==> src/rtl/mem_port_arbiter.sv <==
// mem_port_arbiter: shares the single-port unified memory between instruction
// fetch (IF), data access (DM) and the interrupt vector read (IV).
// Grants are combinational; read data returns one cycle after the grant and is
// steered to the owner recorded in owner_q.
// Optional feature: define ARB_STARVE_GUARD_EN to add the IF starvation guard,
// which forces one IF grant after STARVE_MAX back-to-back dm/iv grants.
module mem_port_arbiter #(
  parameter int ADDR_W = 8,
  parameter int DATA_W = 8,
  parameter logic [ADDR_W-1:0] INT_VEC_ADDR = 8'h01
`ifdef ARB_STARVE_GUARD_EN
  , parameter int STARVE_MAX = 4
`endif
) (
  input  logic              clk,
  input  logic              rst,
  input  logic              if_req,
  input  logic [ADDR_W-1:0] if_addr,
  output logic              if_gnt,
  output logic              if_rvalid,
  output logic              if_stall,
  input  logic              dm_req,
  input  logic              dm_we,
  input  logic              dm_lock,
  input  logic [ADDR_W-1:0] dm_addr,
  input  logic [DATA_W-1:0] dm_wdata,
  output logic              dm_gnt,
  output logic              dm_rvalid,
  output logic              dm_stall,
  input  logic              iv_req,
  output logic              iv_gnt,
  output logic              iv_rvalid,
  output logic [DATA_W-1:0] rdata,
  output logic [ADDR_W-1:0] mem_addr,
  output logic [DATA_W-1:0] mem_wdata,
  output logic              mem_we,
  output logic              mem_re,
  input  logic [DATA_W-1:0] mem_rdata
);

  typedef enum logic {ST_IDLE, ST_LOCK} state_e;
  typedef enum logic [1:0] {OWN_NONE, OWN_IF, OWN_DM, OWN_IV} owner_e;

  state_e            state_q, state_d;
  owner_e            owner_q, owner_d;
  logic [DATA_W-1:0] rdata_q, rdata_d;
  logic              if_priority;

`ifdef ARB_STARVE_GUARD_EN
  logic [2:0] starve_q, starve_d;

  // IF jumps the queue once enough dm/iv grants have passed it by (IDLE only).
  always_comb begin
    if_priority = (starve_q >= 3'(STARVE_MAX));
  end

  // Count dm/iv grants that bypass a waiting fetch; saturate, clear on if grant.
  always_comb begin
    starve_d = starve_q;
    if (if_gnt) begin
      starve_d = '0;
    end else if ((dm_gnt || iv_gnt) && if_req && (starve_q != 3'd7)) begin
      starve_d = starve_q + 3'd1;
    end
  end

  // Starvation counter register.
  always_ff @(posedge clk or negedge rst) begin
    if (!rst) begin
      starve_q <= '0;
    end else begin
      starve_q <= starve_d;
    end
  end
`else
  // Fixed priority only: fetch never jumps the queue.
  always_comb begin
    if_priority = 1'b0;
  end
`endif

  // Grant selection: LOCK serves only dm; IDLE uses iv > dm > if (guard may lift if).
  always_comb begin
    if_gnt = 1'b0;
    dm_gnt = 1'b0;
    iv_gnt = 1'b0;
    if (rst) begin
      if (state_q == ST_LOCK) begin
        dm_gnt = dm_req;
      end else if (if_priority && if_req) begin
        if_gnt = 1'b1;
      end else if (iv_req) begin
        iv_gnt = 1'b1;
      end else if (dm_req) begin
        dm_gnt = 1'b1;
      end else if (if_req) begin
        if_gnt = 1'b1;
      end
    end
  end

  // Drive the memory macro for the granted requester and note who owns the read.
  always_comb begin
    mem_addr  = '0;
    mem_wdata = '0;
    mem_we    = 1'b0;
    mem_re    = 1'b0;
    owner_d   = OWN_NONE;
    if (if_gnt) begin
      mem_addr = if_addr;
      mem_re   = 1'b1;
      owner_d  = OWN_IF;
    end else if (dm_gnt) begin
      mem_addr = dm_addr;
      if (dm_we) begin
        mem_we    = 1'b1;
        mem_wdata = dm_wdata;
      end else begin
        mem_re  = 1'b1;
        owner_d = OWN_DM;
      end
    end else if (iv_gnt) begin
      mem_addr = INT_VEC_ADDR;
      mem_re   = 1'b1;
      owner_d  = OWN_IV;
    end
  end

  // Lock FSM: a locked dm grant keeps the port until dm releases the lock.
  always_comb begin
    state_d = state_q;
    case (state_q)
      ST_IDLE: if (dm_gnt && dm_lock) state_d = ST_LOCK;
      ST_LOCK: if ((dm_gnt && !dm_lock) || (!dm_req && !dm_lock)) state_d = ST_IDLE;
      default: state_d = ST_IDLE;
    endcase
  end

  // Read data passes through in the rvalid cycle and is held afterwards.
  always_comb begin
    rdata_d = (owner_q != OWN_NONE) ? mem_rdata : rdata_q;
  end

  assign rdata     = rdata_d;
  assign if_rvalid = (owner_q == OWN_IF);
  assign dm_rvalid = (owner_q == OWN_DM);
  assign iv_rvalid = (owner_q == OWN_IV);
  assign if_stall  = rst & if_req & ~if_gnt;
  assign dm_stall  = rst & dm_req & ~dm_gnt;

  // State, read-owner and held read-data registers.
  always_ff @(posedge clk or negedge rst) begin
    if (!rst) begin
      state_q <= ST_IDLE;
      owner_q <= OWN_NONE;
      rdata_q <= '0;
    end else begin
      state_q <= state_d;
      owner_q <= owner_d;
      rdata_q <= rdata_d;
    end
  end

endmodule

==> config.mk <==
export PLATFORM = sky130hd
export DESIGN_NAME = mem_port_arbiter
export DESIGN_NICKNAME = d
export VERILOG_FILES = /design/src/rtl/mem_port_arbiter.sv
export SDC_FILE = /design/constraint.sdc
export NUM_CORES = 1
export LEC_CHECK = 0
export CAP_MARGIN = 20
export CORE_MARGIN = 1.5
export CORE_UTILIZATION = 30
export DETAILED_ROUTE_END_ITERATION = 10
export GPL_ROUTABILITY_DRIVEN = 0
export PLACE_DENSITY = 0.95
export SKIP_LAST_GASP = 1
export SYNTH_ARGS = -nofsm -noshare
export SYNTH_HDL_FRONTEND = slang
export SYNTH_SLANG_ARGS = --single-unit
==> constraint.sdc <==
create_clock -name clk -period 2.1 [get_ports clk]
set_clock_uncertainty 0.15 [all_clocks]
set_input_delay 0.21 -clock clk [delete_from_list [all_inputs] [get_ports clk]]
set_output_delay 0.21 -clock clk [all_outputs]
set_load 0.02 [all_outputs]
### After elaboration in Yosys (flattened, before gate mapping)

Index checks and enable logic that the tools add are counted.

* register bits after elaboration: 11
* bits of input ports: 39
* output and inout bits: 34
* logic and storage cells: 53

* equal/unequal tests: 3
* mux-type cells: 33
* bitwise gates (word level): 7
* reductions and logical operators: 7

Operators with widths (number)
* $mux 8: 6
* $mux 1: 22
* $mux 2: 4
* $and 1x1->1: 4
* $eq 2x2->1 const B: 2
* $logic_and 1x1->1: 3
* $not 1->1: 3
* $eq 2x1->1 const B: 1
* $logic_not 1->1: 2
* $pmux 1 s2: 1
* $reduce_bool 2->1: 1
* $logic_or 1x1->1: 1

### Depth between registers and ports, before layout

Gate-level depths: netlist of run 1.

* word-level depth: 8
* mapped depth: 4
* mapped depth without buffers: 3

### Least setup slack after synthesis of run 1

OpenSTA, ideal clock, no wires.

* path kind: register -> output
* from: reg state_q
* to: out mem_wdata[1]
* arrival: 1.158 ns
* data required time: 1.740 ns
* slack: 0.582 ns
* stages on the path, launching flop included: 5
* buffers on the path: 1
* cells stage by stage: dfrtp_1 > and2b_1 > nor2_4 > buf_4 > and3_1

* cells in the longest elaborated chain, start to end: 4
* elaborated cells between the ends (all ways): 6

RTL lines
* start: declaration: RTL line 44 `state_e state_q, state_d;`
* start signal: assignment: RTL line 158 `state_q <= state_d;`
* $mux 1: RTL line 88 `if (state_q == ST_LOCK) begin`
* $mux 1: RTL line 87 `if (rst) begin`
* via dm_gnt: RTL line 27 `output logic dm_gnt,`
* $mux 8: RTL line 113 `end else if (dm_gnt) begin`
* $mux 8: RTL line 109 `if (if_gnt) begin`
* end: declaration: RTL line 35 `output logic [DATA_W-1:0] mem_wdata,`

The timed path passes the listed nets, and every way through them passes these cells.

### Final worst setup path of run 1

* from: reg state_q
* to: out mem_addr[4]

* cells in the longest elaborated chain, start to end: 4
* elaborated cells between the ends (all ways): 6

RTL lines
* $mux 1: RTL line 88
* $mux 1: RTL line 87
* $mux 8: RTL line 113
* $mux 8 *: RTL line 109
* end: declaration: RTL line 34 `output logic [ADDR_W-1:0] mem_addr,`

Mark *: on every way between the ends. The rest lies on a longest branch, timed or not.

==> results of run 1 <==
worst paths after layout:
kind,startpoint,end,slack [ns]
setup / recovery,state_q,mem_addr[4],0.04
hold / removal,rdata_q[3],rdata_q[3],0.34
setup reg to reg,state_q,owner_q[0],0.67
hold reg to reg,rdata_q[3],rdata_q[3],0.34
max in group asynchronous,rst,rdata_q[0],0.79
min in group asynchronous,rst,rdata_q[4],0.67
layout by cell type (no fill, tap or decap):
master / n
nor3b_2: 1
clkbuf_4: 3
or2_1: 2
and3_1: 8
dlymetal6s2s_1: 1
nor2b_1: 3
dlygate4sd2_1: 14
clkdlybuf4s15_2: 3
a22o_2: 7
and2_1: 3
nand2b_1: 1
o21a_1: 1
a31oi_1: 1
o21ai_0: 3
mux2_2: 8
and2b_1: 1
buf_4: 12
dfrtp_1: 11
dlygate4sd3_1: 1
clkdlybuf4s50_1: 40
and2b_2: 1
nand2_1: 3
nor2_2: 1
buf_12: 1
clkbuf_1: 1
clkbuf_2: 9
nor2_4: 1
clkdlybuf4s15_1: 5
and3b_1: 1
and3b_2: 1
nor2_1: 1
report_power, final:
part           switching [mW]  leakage [nW]  internal [mW]
Sequential             0.0129         0.132          0.241
Clock                  0.0733        0.0150         0.0738
Combinational           0.146         0.584          0.173
cells by family (layout without fill, tap and decap cells):
| logic type | Yosys count | after routing |
|---|---|---|
| buffers and inverters | 2 | 90 |
| flip-flops | 11 | 11 |
| AND/OR/NAND/NOR | 28 | 28 |
| AO/OA/AOI/OAI | 12 | 12 |
| multiplexers | 8 | 8 |
per-layer routing:
| layer | vias up | routed length, µm | share of wire | track usage |
|---|---|---|---|---|
| met4 | 0 | 35 | 0.013 | 0.0833 |
| li1 | 398 | - | - | - |
| met5 | - | 0 | 0 | 0 |
| met2 | 45 | 1490 | 0.53 | 0.465 |
| met3 | 4 | 206 | 0.074 | 0.0655 |
| met1 | 406 | 1060 | 0.38 | 0.239 |
what timing repair did:
action / 4_1_cts / 5_1_grt
endpoints found under the hold margin: 11 / 0
gates resized for setup: 40 / 21
endpoints found under the setup margin: 31 / 20
hold buffers: 1 / 0
state kept, by name (all words and copies together), names as in the netlist:
| register | flops |
|---|---|
| rdata_q | 8 |
| owner_q | 2 |
| state_q | 1 |
layout make-up:
| type | instances | area share |
|---|---|---|
| Timing Repair Buffer | 86 | 0.525 |
| Tap cell | 27 | 0.0226 |
| Clock buffer | 4 | 0.0176 |
| Sequential cell | 11 | 0.184 |
| Multi-Input combinational cell | 48 | 0.251 |
synthesized netlist by cell type, drive strengths merged (2+ instances only):
| master | n |
|---|---|
| mux2 | 8 |
| and3 | 8 |
| and2 | 3 |
| dfrtp | 11 |
| and3b | 2 |
| or2 | 2 |
| buf | 2 |
| a22o | 7 |
| nor2b | 3 |
| and2b | 2 |
| o21ai | 3 |
| nand2 | 3 |
| nor2 | 3 |
worst reg2reg max path: cells and delay by family, from the launching register on:
kind	cells	cell delay (ns)
buffers and inverters	1	0.16
DFF	1	0.39
and+or+nand+nor	3	0.60
metrics by stage:
| step | total power, mW | instance area (µm²) | worst slack (ns) |
|---|---|---|---|
| finish | 0.720 | 1500 | 0.0421 |
| global placement | 0.589 | 1520 | -0.238 |
| floorplan | 0.393 | 669 | 0.582 |
| global route | 0.756 | 1500 | -0.0582 |
| CTS | 0.720 | 1520 | -0.0478 |
| detailed placement | 0.605 | 1520 | -0.362 |
==> out/results.env, run 1 <==
RUN_STATUS='finished, final reports clean'
REGISTER_AREA_UM2=275
DETAIL_ROUTE.VIAS_PER_CELL=4.85
SYNTH_FA_HA_AREA_FRAC=0
POST-CTS-SETUP-BUFFER-COUNT=0
TIMING_WORST_SLEW_PIN_VALUE_NS=0.507
FINAL_LAYOUT_SIZE_SUFFIX_GT1_FRAC=0.322
FINAL_HOLD_VIOL_COUNT=0
SLEW_VIOLATIONS=0
CRIT_PATH_END_KIND='primary output'
GLOBALROUTETOTALUTIL=0.240
DRC=0
SYNTH_COMPOUND_GATE_AREA_SHARE=0.148
H-TREE-DEPTH=1
SYNTHXORXNORAREAFRAC=0
NUMBER_OF_ENABLE_TYPE_REGISTER_CELLS_IN_THE_SYNTHESIZED_NETLIST=0
SYNTH_SEQ_AREA_SHARE=0.411
MAPPEDNETLISTAREA_UM2=669
MIN-DELAY-PATH-CLASS='flip-flop to flip-flop'
ROUTED-VIA-COUNT=853
CRITICAL-PATH-SLOWEST-CELL='dfrtp_1'
FP.DIEAREA_UM2=2520
POWER.DENSITY_nW_PER_UM2=482
DIE_WIDTH_UM=50.2
CPLARGESTDELAYFAMILY='buffers and inverters'
NETS=189
DETAIL_ROUTE.ITER0.VIOLATIONS=7
SYNTH.DISTINCT_CELLS=22
YOSYS-TOP-CELLS-AREA='dfrtp_1 (41%), mux2_2 (13%), a22o_2 (10%)'
LARGEST_FAMILY_OF_LOGIC_CELLS_BY_SYNTHESIZED_AREA='simple AND/OR/NAND/NOR gates'
SYNTH_MUX_AREA_FRAC=0.135
TIMING.MAX_SLEW.REL_SLACK=0.661
WORST_R2R_PATH_DEPTH=4
DRT_FIRST_PASS_ITERS=2
FIN_TNS_SETUP_NS=0
TOTAL_LEAKAGE_POWER_nW=0.731
CLOCKROOTBUFFER='clkbuf_4'
FIN_CRIT_NS=2.06
POST-DP-HPWL_MM=2.19
SYNTH_NETS=100
YOSYS_MOST_USED_DFF='dfrtp_1'
TIMING.CRITICAL_PATH.SLOWEST_CELL_DELAY_NS=0.41
TRITONCTS='yes'
MIN_PERIOD_OVER_PERIOD=0.980
DP.CELLS=171
IO-PIN-COUNT=73
SETUP_VIOL_COUNT_FINAL=0
CLOCK_INSERTION_DELAY_WORST_SKEW_NS=0.28
WORST-PATH-BUF-INV=2
SYNTH-SIMPLE-AREA-SHARE=0.279
DIE_H_UM=50.2
NUMBER_OF_CELLS_ON_THE_WORST_HOLD_PATH=1
VIA_COUNT_OF_THE_FIRST_GLOBAL_ROUTING_PASS=898
PORT_BUFFERS=72
CORE.ROWCOUNT=16
AREAGROWTHSYNTHTOFINISH_PCT=123
CRIT_CELLS=5
CRIT_TYPE='flip-flop to primary output'
NETLIST.TOP_CELL.BY_AREA='dfrtp_1'
SYNTHCELLS=61
RSZ0062_AT_GRT='true'
FINALWIRELENGTH_MM=2.80
CLOCK.FMAX_MHz=486
FLOORPLAN.CORE_AREA_UM2=2020
CRIT_REQUIRED_NS=1.74
DRTANTENNAVIOLNETS=0
FINAL_CORE_UTILIZATION=0.739
GRT_MAX_DEGREE=18
YOSYS_WARNINGS=0
FRACTION_OF_POST_SYNTHESIS_CELL_AREA_IN_THE_TOP_CELL_TYPE_BY_AREA=0.411
CTS-BUFFERS-INSERTED=3
FINAL.FILL_COUNT=139
CLOCK-SINKS=11
FIN_WORST_HOLD_SLACK_NS=0.342
ANTENNA_DIODE_COUNT=0
CLK_PIN_SLEW_WORST_PATHS_NS=0.07
START_UTIL=0.331
POWER.IR.VDD_WORST_mV=0.286
WL_PER_CELL_UM=15.9
MULTIINPUTGATEAREA_UM2=375
YS_ASYNC_SR_FRACTION=1.00
TIMING.CRITICAL_PATH.FANOUT_MAX=11
CP.ARRIVAL_NS=1.70
MAX_CAP_VIOL_COUNT=0
CRITPATHLAUNCHTYPE='flip-flop'
LAYOUTNONFILLERINSTCOUNT=176
SYN-MEAN-INSTANCE-AREA_UM2=11.0
POSTSYNTHREGISTERBITS=11
GLOBALROUTEOVERFLOWTOTAL=0
INITIAL_ANTENNA_VIOLATION_COUNT=0
CRITICAL_PATH.CELL_CHAIN='and3b_1 -> nor3b_2 -> buf_4 -> a22o_2 -> clkdlybuf4s15_2'
CTS-ROOT-TO-SINK-BUFFERS=2
GRT_PASS1_WL_MM=4.38
(Power assumes the default switching activity.)
==> run 2, diff against run 1 <==
- CELL_PAD_IN_SITES_DETAIL_PLACEMENT: default -> 0
- CELL_PAD_IN_SITES_GLOBAL_PLACEMENT: default -> 1
- CORE_ASPECT_RATIO: default -> 2
- CORE_UTILIZATION: 30 -> 19
- PLACE_DENSITY: 0.95 -> 0.92
==> run 2 against run 1 <==
  * Die area up 55%
  * Non-clock buffer count down 5
  * First-iteration DRC count down 57%
  * Setup slack better by 0.044 ns
  * Largest cell class unchanged
  * Largest power group unchanged
==> out/results.env, run 2 (synthesized netlist as in run 1, its figures left out) <==
ROUTED-VIA-COUNT=832
CLOCK.FMAX_MHz=496
CRIT_TYPE='primary input to primary output'
WORST_R2R_PATH_DEPTH=4
FIN_CRIT_NS=2.01
FINALWIRELENGTH_MM=2.43
RUN_STATUS='finished, final reports clean'
ANTENNA_DIODE_COUNT=0
TRITONCTS='yes'
WL_PER_CELL_UM=13.8
CTS-ROOT-TO-SINK-BUFFERS=2
DIE_H_UM=86.9
FINAL_CELL_MIX='clkdlybuf4s50_1 (40), dlygate4sd2_1 (21), dfrtp_1 (11), clkbuf_2 (9)'
FINISH.INSTANCE_AREA_UM2=1470
SETUP_VIOL_COUNT_FINAL=0
TIMING.CRITICAL_PATH.FANOUT_MAX=17
POST-DP-HPWL_MM=2.13
SLEW_VIOLATIONS=0
POST_DP_CELL_AREA_UM2=1490
FP.DIEAREA_UM2=3910
CRIT_PATH_END_KIND='primary output'
CLK_PIN_SLEW_WORST_PATHS_NS=0.05
START_UTIL=0.198
MOSTFREQUENTLAYOUTCELL='clkdlybuf4s50_1'
INITIAL_ANTENNA_VIOLATION_COUNT=0
CTS-RESIZED-GATES=38
REG2REG_TO='owner_q[0]'
WORST_SETUP_SLACK_POST_DPL_NS=-0.265
FIN_WORST_HOLD_SLACK_NS=0.257
MAX_CAP_VIOL_COUNT=0
LARGEST_REGISTER_FF_COUNT=8
REGTOREGSETUPSLACK_NS=0.71
WORST_SLACK_NS=0.0856
CRIT_REQUIRED_NS=1.74
DIE_WIDTH_UM=45.0
DETAIL_ROUTE.VIAS_PER_CELL=4.73
LARGESTREGISTERS='rdata_q x8, owner_q x2, state_q x1'
DRTANTENNAVIOLNETS=0
CLOCK-SINKS=11
RSZ0062_AT_GRT='true'
IO-PIN-COUNT=73
MIN-DELAY-PATH-CLASS='primary input to asynchronous set/reset pin'
FINAL_LAYOUT_SIZE_SUFFIX_GT1_FRAC=0.285
TOTAL_POWER_mW=0.757
CRITPATHLAUNCHTYPE='primary input'
TIMING.RR.START='state_q'
CORE.ROWCOUNT=30
TIMING_WORST_SLEW_PIN_VALUE_NS=0.257
POWER.IR.VDD_WORST_mV=0.271
CLOCK_INSERTION_DELAY_WORST_SKEW_NS=0.23
FINAL.FILL_COUNT=359
AREAGROWTHSYNTHTOFINISH_PCT=119
DRC=0
CP.ARRIVAL_NS=1.65
TIMING.MAX_SLEW.REL_SLACK=0.828
DETAIL_ROUTE.ITER0.VIOLATIONS=3
GRT_PASS1_WL_MM=4.00
PORT_BUFFERS=72
FLOORPLAN.CORE_AREA_UM2=3380
POST-CTS-SETUP-BUFFER-COUNT=0
GLOBALROUTEOVERFLOWTOTAL=0
FINAL_HOLD_VIOL_COUNT=0
REGMOSTFLOPS='rdata_q'
NETS=184
MIN_PERIOD_OVER_PERIOD=0.959
CTS-BUFFERS-INSERTED=3
CLOCKROOTBUFFER='clkbuf_8'
H-TREE-DEPTH=1
TOTAL_LEAKAGE_POWER_nW=0.737
POST_CTS_HOLD_BUFFER_COUNT=0
DRT_FIRST_PASS_ITERS=3
CP_STARTPOINT='rst'
GLOBALROUTETOTALUTIL=0.137
GRT_MAX_DEGREE=18
POWER.DENSITY_nW_PER_UM2=516
VIA_COUNT_OF_THE_FIRST_GLOBAL_ROUTING_PASS=948
-- run 2: cell types whose count changed in the layout (fill, tap and decap cells not counted), sizes merged --
cell and change:
buf -4, clkdlybuf4s15 -7, dlygate4sd2 +7, dlygate4sd3 -1
-- run 2: stage by stage --
stage           util  std cells  TNS, ns
3_5_place_dp   0.441        172    -4.70
4_1_cts        0.446        176        0
5_1_grt        0.434        176  -0.0167
6_report       0.434        176        0
3_3_place_gp   0.441        172    -4.05
2_1_floorplan      -         61        0
-- run 2: how the worst max path moves through the flow --
| stage | endpoint | slack [ns] | depth (start not counted) |
|---|---|---|---|
| 2_1_floorplan | mem_wdata[1] | 0.58 | 4 |
| 3_3_place_gp | mem_addr[3] | -0.23 | 6 |
| 3_5_place_dp | mem_wdata[6] | -0.26 | 6 |
| 4_1_cts | mem_wdata[6] | 0.01 | 6 |
| 5_1_grt | mem_wdata[6] | -0.02 | 7 |
| 6_report | mem_wdata[6] | 0.09 | 7 |
-- run 2: worst max-delay path, cell delays in order --
cell and delay, ns:
clkdlybuf4s50_1 0.47, buf_4 0.12, nand2_1 0.09, nor2_4 0.12, buf_12 0.14, and3_1 0.16, dlygate4sd2_1 0.34
-- run 2: cell type report --
cell class | instances | area, µm² | share of cell area
clock buffers | 4 | 45.0 | 0.0307
well taps | 32 | 40.0 | 0.0273
flip-flops and latches | 11 | 275 | 0.188
repair buffers | 81 | 732 | 0.499
multi-input cells | 48 | 375 | 0.256
-- run 2: routing by layer --
layer | routed length, µm | share of wire | vias up | GRT usage
met4 | 30 | 0.012 | 0 | 0.0481
met1 | 656 | 0.27 | 372 | 0.116
met2 | 1370 | 0.56 | 68 | 0.262
met5 | 0 | 0 | - | 0
met3 | 371 | 0.15 | 4 | 0.0581
li1 | - | - | 388 | -
-- run 2: power breakdown --
| group | switching [mW] | total [mW] | internal (mW) |
|---|---|---|---|
| Sequential | 0.00941 | 0.251 | 0.242 |
| Combinational | 0.139 | 0.303 | 0.165 |
| Clock | 0.0701 | 0.203 | 0.132 |
| Total | 0.218 | 0.757 | 0.539 |
==> run 3, diff against run 2 <==
- CORE_UTILIZATION: 19 -> 16
- PLACE_DENSITY: 0.92 -> 0.84
- clock period: 2.1 -> 1.8 ns (I/O delays scaled with it)
==> run 3 against run 2 <==
  * The run now ends with setup timing left
  * Combinational power rose by 32%
  * Register-to-register slack got worse by 0.29 ns
  * Design area rose by 14%
  * Utilization fell by 2.1 points
  * Via count rose by 4.4%
  * Largest cell class unchanged
==> out/results.env, run 3 (synthesized netlist as in run 1, its figures left out) <==
DETAIL_ROUTE.ITER0.VIOLATIONS=5
DIE_H_UM=94.5
PORT_BUFFERS=72
TIMING.MAX_SLEW.REL_SLACK=0.818
DIE_WIDTH_UM=48.7
CRIT_TYPE='flip-flop to primary output'
AREAGROWTHSYNTHTOFINISH_PCT=150
CLOCK.FMAX_MHz=532
SETUP_VIOL_COUNT_FINAL=10
CORE.ROWCOUNT=33
FINAL_LAYOUT_SIZE_SUFFIX_GT1_FRAC=0.481
RUN_STATUS='finished with violations'
WL_PER_CELL_UM=12.9
CRITICAL-PATH-SLOWEST-CELL='dfrtp_1'
INITIAL_ANTENNA_VIOLATION_COUNT=0
GLOBALROUTEOVERFLOWTOTAL=0
GRT_MAX_DEGREE=18
CTS-BUFFERS-INSERTED=3
CRIT_REQUIRED_NS=1.47
POST-DP-HPWL_MM=2.15
CLOCK-SINKS=11
VIA_COUNT_OF_THE_FIRST_GLOBAL_ROUTING_PASS=948
CLOCK_INSERTION_DELAY_WORST_SKEW_NS=0.23
MOSTFREQUENTLAYOUTCELL='clkdlybuf4s50_1'
DETAIL_ROUTE.VIAS_PER_CELL=4.18
SLEW_VIOLATIONS=0
FIN_WORST_HOLD_SLACK_NS=0.341
NETS=196
FINAL_CELL_MIX='clkdlybuf4s50_1 (36), buf_4 (20), buf_6 (13), buf_2 (12), dfrtp_1 (11)'
FIN_CRIT_NS=1.88
TOTAL_LEAKAGE_POWER_nW=0.815
CTS-ROOT-TO-SINK-BUFFERS=2
TIMING.CRITICAL_PATH.FANOUT_MAX=6
DP.CELLS=197
MIN-DELAY-PATH-CLASS='flip-flop to flip-flop'
WORST_SLACK_NS=-0.0812
FAILED_CHECKS='setup timing'
ROUTED-VIA-COUNT=869
POWER.DENSITY_nW_PER_UM2=555
RSZ0062_AT_GRT='true'
TRITONCTS='yes'
MIN_PERIOD_OVER_PERIOD=1.05
POWER.IR.VDD_WORST_mV=0.521
DRT_FIRST_PASS_ITERS=3
CLK_PIN_SLEW_WORST_PATHS_NS=0.05
LAYOUTNONFILLERINSTCOUNT=208
FINAL_HOLD_VIOL_COUNT=0
H-TREE-DEPTH=1
TIMING.RR.START='state_q'
FLOORPLAN.CORE_AREA_UM2=4050
CP_STARTPOINT='state_q'
CRITICAL_PATH.CELL_CHAIN='and3b_1 -> nor3b_4 -> buf_6 -> a22o_4 -> buf_6'
GLOBALROUTETOTALUTIL=0.113
CLOCKROOTBUFFER='clkbuf_8'
CRIT_PATH_END_KIND='primary output'
FINAL.FILL_COUNT=436
LARGESTREGISTERS='rdata_q x8, owner_q x2, state_q x1'
FP.DIEAREA_UM2=4600
REGMOSTFLOPS='rdata_q'
HOLD_PATH_STARTPOINT='rdata_q[1]'
GRT_PASS1_WL_MM=4.20
TIMING_WORST_SLEW_PIN_VALUE_NS=0.272
LARGEST_REGISTER_FF_COUNT=8
FINAL_CORE_UTILIZATION=0.413
WORST_SETUP_SLACK_POST_DPL_NS=-0.542
CP.ARRIVAL_NS=1.55
IO-PIN-COUNT=73
TOTAL_POWER_mW=0.928
CRITPATHLAUNCHTYPE='flip-flop'
DRC=0
DRTANTENNAVIOLNETS=0
ANTENNA_DIODE_COUNT=0
MAX_CAP_VIOL_COUNT=0
START_UTIL=0.165
TIMING.CRITICAL_PATH.SLOWEST_CELL_DELAY_NS=0.40
CPMOSTUSEDCELL='buf_6'
FINALWIRELENGTH_MM=2.68
[run 3: critical path, delay by kind of cell, from the launching register on]
kind / cells / cell delay [ns]
buffers and inverters: 2 / 0.28
AND/OR/NAND/NOR: 2 / 0.51
flip-flops: 1 / 0.40
AO/OA/AOI/OAI: 1 / 0.13
[run 3: worst paths after layout]
path / to / slack [ns] / cells past startpoint
max: mem_addr[7] / -0.08 / 5
min: rdata_q[1] / 0.34 / 1
max reg2reg: owner_q[0] / 0.42 / 4
min reg2reg: rdata_q[1] / 0.34 / 1
max in group asynchronous: rdata_q[6] / 0.68 / 4
min in group asynchronous: rdata_q[1] / 0.46 / 3
[run 3: power breakdown]
| part | internal (mW) | leakage, nW | total (mW) | switching (mW) |
|---|---|---|---|---|
| clock | 0.154 | 0.0228 | 0.235 | 0.0802 |
| sequential | 0.282 | 0.132 | 0.293 | 0.0104 |
| combinational | 0.223 | 0.660 | 0.400 | 0.177 |
[run 3: what timing repair did]
item / in CTS / in global routing
setup endpoints to repair: 33 / 24
resized for setup: 147 / 20
hold endpoints to repair: 11 / 0
pin swaps: 9 / 0
buffers inserted: 2 / 1
cloned: 1 / 1
hold buffers: 2 / 0
[run 3: through the flow]
step           cell area [µm²]  TNS, ns
3_5_place_dp              1540   -11.38
2_1_floorplan              669        0
6_report                  1670   -0.599
3_3_place_gp              1540   -10.42
5_1_grt                   1670    -1.32
4_1_cts                   1630   -0.640
[run 3: metal layers]
layer | global-route usage | routed length, µm | vias up
met5 | 0 | 0 | -
met4 | 0.0190 | 57 | 0
met3 | 0.0285 | 167 | 4
met2 | 0.243 | 1630 | 46
met1 | 0.103 | 821 | 404
li1 | - | - | 415
[run 3: cell type report]
class                      instances  area [µm²]  area share
clock buffer                       4        45.0      0.0269
timing repair buffer              93         847       0.506
sequential                        11         275       0.165
multi-input combinational         48         440       0.263
tap                               52        65.1      0.0389
